## config.mk

```make
export PLATFORM = sky130hd
export DESIGN_NAME = kbd_mmio_fifo
export DESIGN_NICKNAME = d
export VERILOG_FILES = /design/src/rtl/kbd_mmio_fifo.sv
export SDC_FILE = /design/constraint.sdc
export NUM_CORES = 1
export LEC_CHECK = 0
export BUFFER_PORTS_ARGS = -buffer_cell sky130_fd_sc_hd__buf_2
export CAP_MARGIN = 0
export CORE_UTILIZATION = 25
export CTS_BUF_LIST = sky130_fd_sc_hd__clkbuf_8
export CTS_CLUSTER_SIZE = 8
export DETAILED_ROUTE_END_ITERATION = 8
export GPL_ROUTABILITY_DRIVEN = 0
export GPL_TIMING_DRIVEN = 0
export PLACE_DENSITY_LB_ADDON = 0.1
export SLEW_MARGIN = 5
export SYNTH_ARGS = -nofsm -noshare
export SYNTH_HDL_FRONTEND = slang
export SYNTH_SLANG_ARGS = --single-unit
```

## constraint.sdc

```tcl
create_clock -name iCLK -period 4.05 [get_ports iCLK]
set_input_delay 0.405 -clock iCLK [delete_from_list [all_inputs] [get_ports iCLK]]
set_output_delay 0.405 -clock iCLK [all_outputs]
set_load 0.02 [all_outputs]
```

## src/rtl/kbd_mmio_fifo.sv

```systemverilog
// ---------------------------------------------------------------------------
// kbd_mmio_fifo
//   Memory-mapped keyboard receive peripheral. Bytes from the keyboard decoder
//   are queued in a FIFO; the CPU sees a control/status register (CTRL) at
//   BASE_ADDR and a data register (DATA) at BASE_ADDR+4.
//
//   CTRL : bit0 READY (FIFO not empty), bit1 IE (RW), bit2 OVF (sticky, W1C),
//          bits[8+AW:8] count (RO). Byte lane 0 must be enabled for a write.
//   DATA : read returns the FIFO head and pops it; returns 0 when empty.
//          Writes are ignored.
//
// Ports
//   iCLK, iRST          clock, asynchronous active-low reset
//   iKeyData, iKeyValid received byte and its single-cycle push strobe
//   iReadEnable, iWriteEnable, iByteEnable, iAddress, iWriteData
//                       data-bus request from the datapath
//   oReadData, oHit     combinational read data and address-hit flag
//   oIRQ                registered interrupt request (IE & FIFO not empty)
// ---------------------------------------------------------------------------
module kbd_mmio_fifo #(
  parameter logic [31:0] BASE_ADDR = 32'hFF20_0000,
  parameter int          DEPTH     = 16,
  parameter int          AW        = 4
) (
  input  logic        iCLK,
  input  logic        iRST,
  input  logic [7:0]  iKeyData,
  input  logic        iKeyValid,
  input  logic        iReadEnable,
  input  logic        iWriteEnable,
  input  logic [3:0]  iByteEnable,
  input  logic [31:0] iAddress,
  input  logic [31:0] iWriteData,
  output logic [31:0] oReadData,
  output logic        oHit,
  output logic        oIRQ
);

  localparam logic [AW:0] FULL_COUNT = (AW+1)'(DEPTH);

  logic [7:0]    mem [DEPTH];
  logic [AW-1:0] rd_ptr;
  logic [AW-1:0] wr_ptr;
  logic [AW:0]   count;
  logic [AW:0]   count_next;
  logic          ie;
  logic          ie_next;
  logic          ovf;
  logic          ovf_next;

  logic          sel_ctrl;
  logic          sel_data;
  logic          empty;
  logic          full;
  logic          pop;
  logic          push_ok;
  logic          overflow;
  logic          ctrl_wr;
  logic [31:0]   ctrl_val;
  logic [31:0]   data_val;

  // Only IE (bit1), OVF-clear (bit2) and byte lane 0 carry meaning.
  logic          unused_bits;
  assign unused_bits = ^{iWriteData[31:3], iWriteData[0], iByteEnable[3:1]};

  assign sel_ctrl = (iAddress == BASE_ADDR);
  assign sel_data = (iAddress == BASE_ADDR + 32'd4);
  assign oHit     = sel_ctrl | sel_data;

  assign empty    = (count == '0);
  assign full     = (count == FULL_COUNT);

  // A pop frees a slot in the same edge, so a full FIFO still accepts a
  // simultaneous push without flagging overflow.
  assign pop      = iReadEnable & sel_data & ~empty;
  assign push_ok  = iKeyValid & (~full | pop);
  assign overflow = iKeyValid & full & ~pop;
  assign ctrl_wr  = iWriteEnable & sel_ctrl & iByteEnable[0];

  always_comb begin
    ctrl_val            = '0;
    ctrl_val[0]         = ~empty;
    ctrl_val[1]         = ie;
    ctrl_val[2]         = ovf;
    ctrl_val[8+AW:8]    = count;
  end

  assign data_val  = empty ? 32'h0 : {24'h0, mem[rd_ptr]};

  always_comb begin
    oReadData = 32'h0;
    if (sel_ctrl)      oReadData = ctrl_val;
    else if (sel_data) oReadData = data_val;
  end

  always_comb begin
    count_next = count;
    if (push_ok && !pop)      count_next = count + (AW+1)'(1);
    else if (pop && !push_ok) count_next = count - (AW+1)'(1);
  end

  // Overflow set takes priority over a same-cycle W1C clear.
  always_comb begin
    ie_next  = ie;
    ovf_next = ovf;
    if (ctrl_wr) begin
      ie_next = iWriteData[1];
      if (iWriteData[2]) ovf_next = 1'b0;
    end
    if (overflow) ovf_next = 1'b1;
  end

  always_ff @(posedge iCLK or negedge iRST) begin
    if (!iRST) begin
      rd_ptr <= '0;
      wr_ptr <= '0;
      count  <= '0;
      ie     <= 1'b0;
      ovf    <= 1'b0;
      oIRQ   <= 1'b0;
    end else begin
      if (pop)     rd_ptr <= rd_ptr + AW'(1);
      if (push_ok) wr_ptr <= wr_ptr + AW'(1);
      count <= count_next;
      ie    <= ie_next;
      ovf   <= ovf_next;
      oIRQ  <= ie_next & (count_next != '0);
    end
  end

  // Storage is not reset; an empty count makes stale contents invisible.
  always_ff @(posedge iCLK) begin
    if (push_ok) mem[wr_ptr] <= iKeyData;
  end

endmodule

```

Yosys cells after proc, flatten, opt, wreduce, memory -nomap -nowiden
Memories as Yosys holds them, arrays and structs flattened.
Index checks and enable logic that the tools add are counted.

word-level totals
  flip-flop bits (word level) = 16
  memory bits (writable) = 128
  bits of input ports = 81
  output and inout port bits = 34
  memories = 1

memory list
  memory  depth  width  rd ports  clocked after Yosys merged registers in  write ports  line  source
  mem     16     8      1         0                                        1            41    logic [7:0] mem [DEPTH];

operators by class
  $add $sub $neg = 4
  eq/ne operators = 3
  mux-type cells = 11
  bitwise logic cells = 13
  reductions and logical operators = 9

operator list
  cell                    count
  $eq A32 B32 Y1 const B  2
  $mux W8                 2
  $mux W13                1
  $mux W5                 2
  $add A4 B1 Y4 const B   2
  $and A1 B1 Y1           8
  $mux W1                 6
  $add A5 B1 Y5 const B   1
  $eq A5 B5 Y1 const B    1
  $logic_not A5 Y1        1
  $reduce_bool A5 Y1      1
  $sub A5 B1 Y5 const B   1
  $reduce_bool A2 Y1      2
  $not A1 Y1              3
  $logic_and A1 B1 Y1     2
  $logic_not A1 Y1        2
  $or A1 B1 Y1            2
  $reduce_and A2 Y1       1

Logic depth before layout (Yosys ltp)
Gate-level depths: netlist of the first run.

  word-level depth = 11
  mapped depth = 9
  mapped depth without buffers = 8

Worst setup path before layout of the first run
No wires, ideal clock.

  kind = reg-to-reg
  start = register count[0]
  end = memory mem[6][0] (enable)
  library setup time = 383 ps
  data arrival time = 2401 ps
  path slack = 1266 ps
  cell stages (with the launch flop) = 10
  buffers on the path = 1
  period minus slack after synthesis = 2784 ps
  path through = dfrtp_1 inv_1 ha_1 or4b_4 nand3_2 nor3_4 buf_6 o21a_1 nand2_1 nor3_1

between the ends
  longest elaborated chain between the ends = 7

ends and longest elaborated chain
  element                            line  source
  start, declared                    44    logic [AW:0] count;
  start signal, assigned             124   count <= count_next;
  $logic_not A5 Y1                   70    assign empty = (count == '0);
  $not A1 Y1                         75    assign pop = iReadEnable & sel_data & ~empty;
  $and A1 B1 Y1                      75
  $or A1 B1 Y1 (*)                   76    assign push_ok = iKeyValid & (~full | pop);
  $and A1 B1 Y1 (*)                  76
  $mux W1 (*)                        133   if (push_ok) mem[wr_ptr] <= iKeyData;
  $mux W1 (implied by the code) (*)  133
  end, declared                      41

Mark *: on every way between the ends. The rest lies on a longest branch, timed or not.

Worst setup path after layout of the first run
  start = register rd_ptr[1]
  end = output oReadData[5]

between the ends
  longest elaborated chain between the ends = 4

ends and longest elaborated chain
  element                 line  source
  start, declared         42    logic [AW-1:0] rd_ptr;
  start signal, assigned  122   if (pop) rd_ptr <= rd_ptr + AW'(1);
  $mem_v2 Z16 W8          -
  $mux W8                 88    assign data_val = empty ? 32'h0 : {24'h0, mem[rd_ptr]};
  $mux W8                 93    else if (sel_data) oReadData = data_val;
  $mux W13                92    if (sel_ctrl) oReadData = ctrl_val;
  end, declared           34    output logic [31:0] oReadData,

Every way passes these cells.

==> results of run 1 <==
-- synth_stat cells (all sizes together), types with 2 or more instances --
cell,count
and2,7
nand2,12
o21ai,8
xnor2,6
buf,26
xor2,3
nor3,8
clkbuf,8
dfrtp,16
ha,8
nor2,10
edfxtp,128
nor4,10
nand4,6
inv,13
nor2b,6
mux4,40
mux2i,2
o31ai,2
nand3,7
mux2,3
-- metrics by stage --
step	area, um2	cells	setup slack (ps)	power, mW	hold slack [ps]
final	7566	789	438.1	3.599	235.3
after floorplan	6337	362	1266	2.247	109.4
after global placement	7053	748	-228.5	2.451	345.4
after global routing	7566	789	254.4	3.783	210.9
after detailed placement	7169	756	485.3	2.502	354.6
after CTS	7566	789	377.7	3.646	207.7
-- layout by cell type (no fill, tap or decap), types with 2 or more instances in the layout --
| master | count |
|---|---|
| buf_6 | 4 |
| buf_4 | 24 |
| mux2i_1 | 2 |
| o21ai_0 | 8 |
| nor4_1 | 2 |
| nor2_1 | 10 |
| nand4_1 | 4 |
| edfxtp_1 | 128 |
| nand3_1 | 6 |
| clkbuf_8 | 17 |
| nor4_2 | 4 |
| buf_2 | 66 |
| xor2_1 | 3 |
| and2_1 | 7 |
| buf_1 | 2 |
| bufinv_16 | 3 |
| nor4_4 | 4 |
| nor3_2 | 4 |
| mux4_2 | 40 |
| nand2_1 | 12 |
| ha_1 | 8 |
| clkbuf_1 | 8 |
| mux2_2 | 3 |
| dfrtp_1 | 16 |
| nor2b_1 | 6 |
| conb_1 | 19 |
| inv_1 | 15 |
| nor3_1 | 3 |
| clkinv_2 | 7 |
| xnor2_1 | 6 |
-- flip-flops by register name (all words and copies together) (netlist names) --
name / cells
wr_ptr: 4
count: 5
rd_ptr: 4
ovf: 1
oIRQ: 1
ie: 1
mem: 128
-- how the worst min path moves through the flow --
stage / cells after the start / from / to / slack (ps)
2_1_floorplan: 0 / iRST / count[0] / 110
5_1_grt: 2 / iWriteData[1] / ie / 210
4_1_cts: 2 / iWriteData[1] / ie / 210
3_3_place_gp: 1 / iRST / count[0] / 350
6_report: 2 / iWriteData[1] / ie / 240
3_5_place_dp: 1 / iRST / count[0] / 350
-- routing by layer --
layer  global-route usage  part of all wire
met5                    0                 0
met4              0.03117            0.0065
met3              0.03099             0.042
met2               0.2119              0.50
met1               0.1620              0.45
-- cells by family after synthesis --
logic type / count (synthesis) / share of synthesized area
adders and majority gates: 8 / 0.01597
muxes: 45 / 0.1523
AOI/OAI and AO/OA: 18 / 0.02076
buffers and inverters: 47 / 0.04151
other: 1 / 0.0005981
and+or+nand+nor: 72 / 0.07943
DFF: 144 / 0.6769
xor gates and xnor gates: 9 / 0.01257
-- timing repair --
item,CTS,global route
setup endpoints to repair,0,0
hold buffers,1,0
setup buffers,0,0
endpoints found under the hold margin,16,0
resized for setup,0,0
-- worst reg2reg max path, stage by stage, from the launching register on --
cell	delay [ps]
dfrtp_1	420
inv_1	140
ha_1	240
or4b_4	220
nand3_2	120
nor3_4	310
buf_6	200
o21a_1	300
nand3_1	200
nor2_1	960
-- power by group --
part | total, mW | switching, mW | internal (mW)
clock network | 1.14 | 0.547 | 0.595
registers | 1.86 | 0.0657 | 1.80
logic | 0.594 | 0.380 | 0.213
total | 3.60 | 0.993 | 2.61
-- area by class of cell --
type,instances,share of cell area
Timing Repair Buffer,71,0.05176
Tap cell,324,0.05358
Buffer,34,0.02795
Sequential cell,144,0.5609
Multi-Input combinational cell,171,0.2482
Inverter,13,0.006449
Clock buffer,17,0.03092
Clock inverter,15,0.02018
==> impl_metrics.ini, run 1 <==
[status]
status = completed

[worst_setup_path]
r2r_start = count[0]
path_cells = clkbuf_1, clkbuf_1, mux4_2, mux4_2, nor2b_1, buf_2
cp_num_buf_inv = 3
max_stage_delay_ps = 740
path_max_fanout = 10
arrival_ps = 3210
endpoint_kind = primary output
reg2regPathDepth = 9
endpoint = oReadData[5]
crit_path_start = rd_ptr[1]
path_class = flip-flop to primary output
worst-path-stages = 6
worst_r2r_endpoint = mem[13][2]
crit_family = buffers and inverters
required_ps = 3640
crit_path_top_delay_cell = clkbuf_1
startpoint_type = flip-flop
reg2reg_slack_ps = 540

[cells_and_area]
diodes = 0
fin_nets = 541
fill_cells = 2405
final_util = 0.3093
multi_input_area_um2 = 1878
regArea_um2 = 4244
area_growth_pct = 20.67
drive_above_1_share = 0.3978

[floorplan]
die_y_um = 160.4
core_um2 = 24460
start_util = 0.2563
rows = 57
die_w_um = 160.4
dieArea_um2 = 25720
io_pins = 115

[synth]
synth-seq-cells = 144
synth_warnings = 0
yosysSeqAreaShare = 0.6769
yosysTopAreaCell = edfxtp_1
syn-cell-area_um2 = 6270
synthCells = 344
yosysTopAreaCellShare = 0.6131
synth.distinct_cells = 45
synth_area_leaders = edfxtp_1 (61%), mux4_2 (14%), dfrtp_1 (6.4%)
async_flop_share = 0.1111
avgSynthCellArea_um2 = 18.23
synth_edf_count = 128
synth_ff_type = edfxtp_1

[sta]
rsz0062_at_grt = false
period_share = 0.8918
slew_violations = 0
slew_headroom = 0.1917
tns_ps = 0
max_freq_mhz = 276.9
worst_slew_pin_slew_ps = 1208
final_hold_viol_count = 0
period_minus_slack_ps = 3612
setup_violations = 0
finClkSkew_ps = 12.11

[placement]
port-buffer-count = 62
dp_hpwl_mm = 10.41

[pwr]
power_density_nw_per_um2 = 475.7
ir_worst_vdd_v = 0.0001991
power.leakage_nw = 2.648

[flow_run]
drv.max_cap_violation_count = 0

[clock_tree]
clock-root-buffer = clkbuf_8
clockBufferDepth = 2
insertion_delay_ps = 440
clkTransAtPathRegs_ps = 70
cts_tree = done
cts.sinks = 144
h-tree-depth = 4
cts_inserted_buffers = 17

[routing]
final_antenna_net_count = 0
wl_per_cell_um = 19.28
viasPerCell = 4.311
dr.pass1.iters = 4
wl_mm = 15.21
drt_iter0_drc = 212
drc_errors = 0
via_count = 3401

[min_path]
min_path_type = input port to flip-flop

[grt]
grt_max_degree = 17
grt_pass1_wl_mm = 22.91
grt-ovfl-total = 0
grtUsageTotal = 0.1257
grt_pass1_vias = 3632
antenna_found_initial = 0
Power figures use the tool's default switching activity.
==> inputs of run 2 (changes only) <==
BUFFER_PORTS_ARGS = -buffer_cell sky130_fd_sc_hd__buf_4   (was -buffer_cell sky130_fd_sc_hd__buf_2)
==> impl_metrics.ini, run 2 (synthesized netlist as in run 1, its figures left out) <==
[worst_setup_path]
crit_family = simple AND/OR/NAND/NOR gates
crit_path_top_delay_cell = nor2_1
path_cells = inv_1, ha_1, or4b_4, nand3_2, nor3_4, buf_6, o21a_1, nand3_1, nor2_1
arrival_ps = 3640
path_max_fanout = 10
required_ps = 4100
endpoint_kind = flip-flop
cp_num_buf_inv = 2
max_stage_delay_ps = 1020
path_class = flip-flop to flip-flop
worst-path-stages = 9
reg2regPathDepth = 9
startpoint_type = flip-flop

[floorplan]
dieArea_um2 = 25720
core_um2 = 24460
io_pins = 115
rows = 57
die_y_um = 160.4
start_util = 0.2563
die_w_um = 160.4

[grt]
grt_pass1_wl_mm = 22.33
grt_pass1_vias = 3580
grtUsageTotal = 0.1223
grt-ovfl-total = 0
grt_max_degree = 17
antenna_found_initial = 0

[sta]
period_share = 0.8877
worst_hold_slack_ps = 229.5
slew_headroom = 0.1367
period_minus_slack_ps = 3595
setup_violations = 0
rsz0062_at_grt = false
final_hold_viol_count = 0
finClkSkew_ps = 17.96
slew_violations = 0
worst_slew_pin_slew_ps = 1290
max_freq_mhz = 278.1

[clock_tree]
h-tree-depth = 4
insertion_delay_ps = 450
cts.sinks = 144
cts_tree = done
clockBufferDepth = 2
cts_setup_buffers = 0
cts_inserted_buffers = 17
clock-root-buffer = clkbuf_8
clkTransAtPathRegs_ps = 90
cts_resized = 0

[placement]
dp_hpwl_mm = 10.34
place_area_um2 = 7321
port-buffer-count = 62

[routing]
drt_iter0_drc = 253
viasPerCell = 4.294
final_antenna_net_count = 0
via_count = 3388
wl_mm = 15.07
wl_per_cell_um = 19.10
drc_errors = 0
dr.pass1.iters = 4

[pwr]
power.leakage_nw = 2.702
total_power_mw = 3.718
power_density_nw_per_um2 = 478.8
ir_worst_vdd_v = 0.0002302

[min_path]
hold-path-cell-count = 2
min_path_type = input port to flip-flop

[cells_and_area]
drive_above_1_share = 0.3935
final_area_um2 = 7765
area_growth_pct = 23.85
top_register = mem
largest_register_ff_count = 128
layout_common_cells = edfxtp_1 (128), buf_4 (87), mux4_2 (40), conb_1 (19), clkbuf_8 (17)
fin_nets = 541
diodes = 0
fill_cells = 2392
final_common_cell = edfxtp_1
top_regs = mem (128), count (5)
final_util = 0.3174

[flow_run]
drv.max_cap_violation_count = 0

[status]
status = completed
==> run 2: path summary, 6_finish.rpt <==
path / from / to / slack (ps)
max: count[0] / mem[15][1] / 450
min: iWriteData[1] / ie / 230
max reg2reg: count[0] / mem[15][1] / 450
min reg2reg: ovf / ovf / 530
max in group asynchronous: iRST / rd_ptr[1] / 3480
min in group asynchronous: iRST / count[0] / 360
==> run 2: layer usage <==
metal | vias to the layer above | part of all wire | global-route usage
li1 | 1544 | - | -
met1 | 1750 | 0.43 | 0.1449
met2 | 84 | 0.53 | 0.2186
met3 | 10 | 0.040 | 0.03177
met4 | 0 | 0.0072 | 0.03247
met5 | - | 0 | 0
==> run 2: stage by stage <==
step | setup slack (ps) | TNS (ps) | cells
2_1_floorplan | 1266 | 0 | 362
3_3_place_gp | -159.4 | -3430 | 748
3_5_place_dp | 475.2 | 0 | 756
4_1_cts | 362.8 | 0 | 789
5_1_grt | 269.8 | 0 | 789
6_report | 454.8 | 0 | 789
==> run 2: cell type report <==
class	instances	area, um2	area share
buffer	34	211.5	0.02723
clock buffer	17	234.0	0.03013
clock inverter	15	200.2	0.02578
inverter	13	48.80	0.006284
multi-input combinational	171	1878	0.2419
sequential	144	4244	0.5466
tap	324	405.4	0.05221
timing repair buffer	71	543.0	0.06993
==> run 2: what timing repair did <==
item	CTS	global route
endpoints found under the setup margin	0	0
hold buffers	1	0
endpoints found under the hold margin	16	0
==> run 2: power breakdown <==
part / total [mW] / switching [mW] / leakage, nW / internal (mW)
Clock: 1.25 / 0.532 / 0.224 / 0.720
Sequential: 1.86 / 0.0656 / 1.36 / 1.80
Combinational: 0.603 / 0.376 / 1.12 / 0.227
Total: 3.72 / 0.974 / 2.70 / 2.74
==> inputs of run 3 (changes only) <==
clock period = 3.4 ns   (was 4.05 ns; I/O delays follow)
==> impl_metrics.ini, run 3 (synthesized netlist as in run 1, its figures left out) <==
[worst_setup_path]
arrival_ps = 3520
required_ps = 3450
endpoint_kind = flip-flop
path_max_fanout = 10
startpoint_type = flip-flop
path_class = flip-flop to flip-flop

[sta]
worst_slew_pin_slew_ps = 1097
setup_violations = 24
setup_slack_ps = -64.45
tns_ps = -933.8
final_hold_viol_count = 0
period_share = 1.019
rsz0062_at_grt = true
max_freq_mhz = 288.6
worst_hold_slack_ps = 167.1
period_minus_slack_ps = 3464
finClkSkew_ps = 17.80
slew_violations = 0
slew_headroom = 0.2658

[placement]
port-buffer-count = 62
dp_hpwl_mm = 10.34
dp.cells = 756
pre_cts_ws_ps = -126.6

[flow_run]
drv.max_cap_violation_count = 0

[cells_and_area]
area_growth_pct = 24.17
diodes = 0
final_cells = 789
regArea_um2 = 4244
fill_cells = 2392
top_register = mem
final_common_cell = edfxtp_1
multi_input_area_um2 = 1886
top_regs = mem (128), count (5)
fin_nets = 541
drive_above_1_share = 0.4129
largest_register_ff_count = 128
layout_common_cells = edfxtp_1 (128), buf_4 (89), mux4_2 (40), conb_1 (19), clkbuf_8 (17)

[floorplan]
die_y_um = 160.4
core_um2 = 24460
io_pins = 115
die_w_um = 160.4
rows = 57
start_util = 0.2563
dieArea_um2 = 25720

[routing]
viasPerCell = 4.284
drc_errors = 0
via_count = 3380
dr.pass1.iters = 4
wl_per_cell_um = 19.06
final_antenna_net_count = 0
drt_iter0_drc = 250
wl_mm = 15.04

[grt]
grt_pass1_vias = 3585
grt-ovfl-total = 0
grt_pass1_wl_mm = 22.34
grt_max_degree = 17
antenna_found_initial = 0
grtUsageTotal = 0.1222

[pwr]
power_density_nw_per_um2 = 569.0
power.leakage_nw = 2.718
total_power_mw = 4.430
switchingPower_mw = 1.160
seq_power_share = 0.501
power.internal_mw = 3.270
ir_worst_vdd_v = 0.0002741
comb_power_share = 0.163
swShare = 0.2618
power_frac_clock = 0.336

[clock_tree]
insertion_delay_ps = 440
clockBufferDepth = 2
h-tree-depth = 4
cts.sinks = 144
clkTransAtPathRegs_ps = 90
cts_tree = done
clock-root-buffer = clkbuf_8
cts_inserted_buffers = 17

[min_path]
min_path_type = input port to flip-flop

[status]
status = complete, but fails checks
failed_checks = setup timing
==> run 3: cell count changes in the layout (fill, tap and decap cells not counted), sizes merged <==
cell | before | now
clkbuf | 25 | 26
buf | 96 | 95
==> run 3: per-stage QoR <==
stage / instance area (um2) / util
2_1_floorplan: 6337 / -
3_3_place_gp: 7208 / 0.2947
3_5_place_dp: 7321 / 0.2993
4_1_cts: 7777 / 0.3179
5_1_grt: 7785 / 0.3182
6_report: 7785 / 0.3182
==> run 3: timing repair <==
item,CTS,global route
setup endpoints to repair,40,60
endpoints found under the hold margin,16,0
resized for setup,7,5
setup buffers,0,0
hold buffers,1,0
==> run 3: per-layer routing <==
layer	track usage	share of wire
met1	0.1434	0.42
met5	0	0
met4	0.03247	0.0063
met3	0.03177	0.039
met2	0.2202	0.53
==> run 3: path summary, 6_finish.rpt <==
kind / end / cells past startpoint / slack (ps) / start
max: mem[13][1] / 9 / -60 / count[0]
min: ie / 2 / 170 / iWriteData[1]
max reg2reg: mem[13][1] / 9 / -60 / count[0]
min reg2reg: ovf / 2 / 530 / ovf
max in group asynchronous: rd_ptr[1] / 2 / 2890 / iRST
min in group asynchronous: count[0] / 2 / 300 / iRST
==> run 3: layout make-up <==
type	count	area share
well taps	324	0.05207
inverters	13	0.006268
clock inverters	15	0.02572
repair buffers	71	0.06975
flip-flops and latches	144	0.5452
multi-input cells	171	0.2422
plain buffers	34	0.02877
clock buffers	17	0.03005
==> run 3: power groups by stage <==
stage                     sequential, mW  combinational [mW]  clock (mW)
after global routing                2.24               0.800        1.59
after floorplan                     2.23               0.441           0
after detailed placement            2.26               0.731           0
after CTS                           2.22               0.737        1.53
after global placement              2.26               0.671           0
final                               2.22               0.722        1.49
==> run 3: critical path, stage by stage, from the launching register on <==
cell and delay (ps):
dfrtp_1 420, inv_1 130, ha_1 240, or4b_4 220, nand3_2 130, nor3_4 330
buf_6 210, o21a_1 300, nand3_1 210, nor2_1 890
